--- config.mk ---
export PLATFORM = sky130hd
export DESIGN_NAME = mux_scan_ctrl
export DESIGN_NICKNAME = d
export VERILOG_FILES = /design/src/rtl/mux_scan_ctrl.sv
export SDC_FILE = /design/constraint.sdc
export NUM_CORES = 1
export LEC_CHECK = 0
export ABC_AREA = 1
export BUFFER_PORTS_ARGS = -buffer_cell sky130_fd_sc_hd__buf_2
export CORE_AREA = 4 4 89 91
export CTS_CLUSTER_SIZE = 24
export DETAILED_ROUTE_END_ITERATION = 6
export DIE_AREA = 0 0 93 95
export PLACE_DENSITY = 0.45
export SKIP_CTS_REPAIR_TIMING = 1
export SLEW_MARGIN = 20
export SYNTH_ARGS = -nofsm -noshare
export SYNTH_HDL_FRONTEND = slang
export SYNTH_SLANG_ARGS = --single-unit
--- constraint.sdc ---
create_clock -name clk -period 3.85 [get_ports clk]
set_input_delay 0.77 -clock clk [delete_from_list [all_inputs] [get_ports clk]]
set_output_delay 0.77 -clock clk [all_outputs]
set_load 0.03 [all_outputs]
--- src/rtl/mux_scan_ctrl.sv ---
`default_nettype none
// ============================================================================
// mux_scan_ctrl : walks a 16:1 mux select, settles, samples into a 16-bit word
// Rev 1.0
// ============================================================================
module mux_scan_ctrl #(
    parameter int SETTLE = 1
) (
    input  logic        clk,
    input  logic        rst_n,
    input  logic        start,
    input  logic        mux_out,
    input  logic        data_ready,
    output logic [3:0]  sel,
    output logic        busy,
    output logic        data_valid,
    output logic [15:0] data_out
);

    typedef enum logic [1:0] {
        ST_IDLE   = 2'd0,
        ST_SETTLE = 2'd1,
        ST_SAMPLE = 2'd2,
        ST_HOLD   = 2'd3
    } state_t;

    localparam logic [3:0] C_SETTLE_LAST = 4'(SETTLE - 1);
    localparam logic [3:0] C_SEL_LAST    = 4'd15;

    state_t      state_q, state_d;
    logic [3:0]  sel_q, sel_d;
    logic [3:0]  cnt_q, cnt_d;
    logic [15:0] shadow_q, shadow_d;
    logic [15:0] dout_q, dout_d;

    always_ff @(posedge clk) begin
        if (!rst_n) begin
            state_q  <= ST_IDLE;
            sel_q    <= 4'd0;
            cnt_q    <= 4'd0;
            shadow_q <= 16'h0000;
            dout_q   <= 16'h0000;
        end else begin
            state_q  <= state_d;
            sel_q    <= sel_d;
            cnt_q    <= cnt_d;
            shadow_q <= shadow_d;
            dout_q   <= dout_d;
        end
    end

    always_comb begin
        state_d  = state_q;
        sel_d    = sel_q;
        cnt_d    = cnt_q;
        shadow_d = shadow_q;
        dout_d   = dout_q;
        case (state_q)
            ST_IDLE: begin
                if (start) begin
                    state_d  = ST_SETTLE;
                    sel_d    = 4'd0;
                    cnt_d    = 4'd0;
                    shadow_d = 16'h0000;
                end
            end
            ST_SETTLE: begin
                if (cnt_q == C_SETTLE_LAST) begin
                    state_d = ST_SAMPLE;
                end else begin
                    cnt_d = cnt_q + 4'd1;
                end
            end
            ST_SAMPLE: begin
                shadow_d[sel_q] = mux_out;
                if (sel_q == C_SEL_LAST) begin
                    // Bit 15 bypasses the shadow so the word lands in one edge
                    dout_d  = {mux_out, shadow_q[14:0]};
                    sel_d   = 4'd0;
                    state_d = ST_HOLD;
                end else begin
                    sel_d   = sel_q + 4'd1;
                    cnt_d   = 4'd0;
                    state_d = ST_SETTLE;
                end
            end
            ST_HOLD: begin
                if (data_ready) begin
                    if (start) begin
                        state_d  = ST_SETTLE;
                        sel_d    = 4'd0;
                        cnt_d    = 4'd0;
                        shadow_d = 16'h0000;
                    end else begin
                        state_d = ST_IDLE;
                    end
                end
            end
            default: state_d = ST_IDLE;
        endcase
    end

    assign sel        = sel_q;
    assign busy       = (state_q == ST_SETTLE) || (state_q == ST_SAMPLE);
    assign data_valid = (state_q == ST_HOLD);
    assign data_out   = dout_q;

endmodule
`default_nettype wire
==> out/results.ini <==
[cts]
cts-buffers-inserted=5
clock_tree_from_tritoncts=yes
htree_num_levels=2
clock_sinks=41
ctsRootBufferMaster=clkbuf_8
clkSlewWorstSetupHoldPaths_ns=0.08
max_root_sink_buffers=2
clock_insertion_delay_worst_skew_ns=0.29

[grt]
grt_antenna_before_repair=0
grt_pass1_wl_um=7950
vias_in_the_first_global_route=1697
grt_use_total_pct=11.3
grt_overflow_total=0
grt_start_max_net_pins=32

[routing]
vias_per_cell=4.32
dr.first_iter.drc_count=52
drc=0
antenna_left=0
postRouteWirelength_um=4650
routedWlPerCell_um=11.2
topRoutingLayerUsed=met4
met1_length_um=2320
drt-pass1-iter-count=4
met2_wirelength_um=2080
num_vias=1801
wl_met3_um=196

[min_path]
worstHoldPathType=reg -> reg

[worst_setup_path]
reg2reg_slack_ns=1.95
worst_r2r_endpoint=cnt_q[3]$_SDFFE_PN0P_
reg2reg_from=sel[1]$_SDFFE_PN0P_
critical_path_required_ns=3.08
slowest_delay_ns=0.44
worst_setup_path_end_kind=primary output
crit_start=state_q[0]$_SDFFE_PN0P_
critical_path_cell_count=3
critical-path-slowest-cell=dfxtp_1
worst_setup_start_kind=register
path_cells=inv_1 > ha_1 > buf_2
worstSetupEndpoint=busy
path_buf_inv=2
critical_setup_path_class=reg -> out
reg2reg_depth=8
cpLargestDelayFamily=flip-flops
timing.critical_path.fanout_max=7
crit_arrival_ns=1.30

[floorplanning]
floorplan.die_area_um2=8840
die_extent_in_x_um=93
die_height_um=95
core_um2=7140
initial_core_utilization_pct=29.3
boundaryPins=27
num_rows=31

[logic_synthesis]
ys_seq_elements=41
yosys-mux-area-fraction_pct=0
syn-cell-area_um2=2090
async_reset_ff_share_pct=0
synth_seq_area_share_pct=39.3
yosys.area.top_type_share_pct=39.3
synth_top_family_by_area=simple AND/OR/NAND/NOR gates
mappedNetlistNets=310
synth-edff-count=0
synth_compound_area_share_pct=10.7
ys_top_cells_by_area=dfxtp_1 39%, nand2_1 15%, inv_1 6.6%
synth_warnings=0
yosysTopAreaCell=dfxtp_1
synth-xor-area-share_pct=0
synth_simple_gate_area_share_pct=32.8
synth_cell_type_count=23
synth.avg_cell_area_um2=7.08
synth.cells.most_frequent=85 x nand2_1, 41 x dfxtp_1, 37 x inv_1
gate_count_post_synth=295
synth_most_common_cell=nand2_1
synth_ff_type=dfxtp_1
yosys.area_share.adder_pct=5.99

[placed_design]
portBuffers=26
place_inst=410
hpwl_um=3300
place.gp.congestion=0.767

[timing]
max_slew_violation_count=0
rsz0062_at_grt=no
setup_viol_count_final=0
final-hold-violation-count=0
part_of_the_cycle_the_worst_path_needs_pct=53.7
tns_ns=0
worst-slew-pin-transition_ns=0.624
min_period_ns=2.07
clk_skew_ns=0.00674
achievable-frequency_mhz=483
timing.max_slew.rel_slack_pct=58.3

[cells_and_area]
antennaDiodeCount=0
final-instance-count-excl-fill=417
post_route_cells_drive_above_1_share_pct=16.4
filler_cell_count=823
final_net_count=333
area_growth_pct=13.5

[flow_run]
max_cap_viol_count=0

[pwr]
power.static_leakage_nw=1.08
power_w=0.00113
p_per_area_nw_per_um2=476
vdd_drop_max_mv=0.232

[status]
status=finished, final reports clean

==> cell families after synthesis <==
group | after synthesis
AO/OA/AOI/OAI | 44
flip-flops | 41
buffers and inverters | 52
adder cells (fa/ha/maj) | 10
AND/OR/NAND/NOR | 148
==> area by class of cell <==
type	count	area [um2]	share of cell area, %
multi-input cells	202	1030	43.6
clock buffers	5	68.8	2.90
inverters	42	158	6.65
clock inverters	2	35.0	1.48
flip-flops and latches	41	821	34.6
well taps	99	124	5.22
repair buffers	26	130	5.49
==> how the worst min path moves through the flow <==
stage	from	endpoint	slack [ns]	cells past startpoint
floorplan	shadow_q[11]$_SDFFE_PN0P_	shadow_q[11]$_SDFFE_PN0P_	0.43	2
global placement	shadow_q[3]$_SDFFE_PN0P_	shadow_q[3]$_SDFFE_PN0P_	0.45	2
detailed placement	shadow_q[11]$_SDFFE_PN0P_	shadow_q[11]$_SDFFE_PN0P_	0.45	2
CTS	shadow_q[11]$_SDFFE_PN0P_	shadow_q[11]$_SDFFE_PN0P_	0.46	2
global route	shadow_q[10]$_SDFFE_PN0P_	data_out[10]$_SDFFE_PN0P_	0.48	2
finish	shadow_q[3]$_SDFFE_PN0P_	shadow_q[3]$_SDFFE_PN0P_	0.46	2
==> cell usage in the layout (no fill, tap or decap), drive strengths merged <==
cell	n
ha	10
nor2	35
nand2	88
clkinv	1
buf	26
bufinv	1
nand4	3
dfxtp	41
nand3	14
nor4	7
clkbuf	5
o21ai	19
inv	42
nor3	1
a21oi	25
==> state kept, by name, summed over array words and instances, names as in the netlist <==
register	flops
data_out	16
shadow_q	15
cnt_q	4
sel	4
state_q	2
==> per-stage QoR <==
step / hold WS [ns] / setup WS, ns / utilization [%] / cell area [um2]
3_5_place_dp: 0.448 / 1.92 / 31.8 / 2270
6_report: 0.458 / 1.78 / 33.2 / 2370
2_1_floorplan: 0.427 / 2.18 / - / 2090
5_1_grt: 0.478 / 1.69 / 33.2 / 2370
4_1_cts: 0.461 / 1.78 / 33.2 / 2370
3_3_place_gp: 0.448 / 1.94 / 31.8 / 2270
==> where the power goes <==
| part | leakage, nW | internal, W | switching [W] | total, W |
|---|---|---|---|---|
| combinational | 0.696 | 0.0000938 | 0.000210 | 0.000304 |
| sequential | 0.331 | 0.000451 | 0.0000335 | 0.000485 |
| clock | 0.0540 | 0.000189 | 0.000151 | 0.000340 |
==> metal layers <==
layer	up-vias	track usage (%)
met5	-	0
met4	0	3.91
met3	8	2.71
met2	31	19.3
met1	793	14.1
li1	969	-
==> worst register-to-register path, cell delays in order (launching register included) <==
cell     delay, ns
dfxtp_1       0.46
ha_1          0.27
nand3_4       0.11
nor2_4        0.51
nor2_2        0.11
nand2_1       0.15
inv_2         0.05
nor2_1        0.08
nor2_1        0.05
No activity file was read; power rests on OpenSTA's default activity.
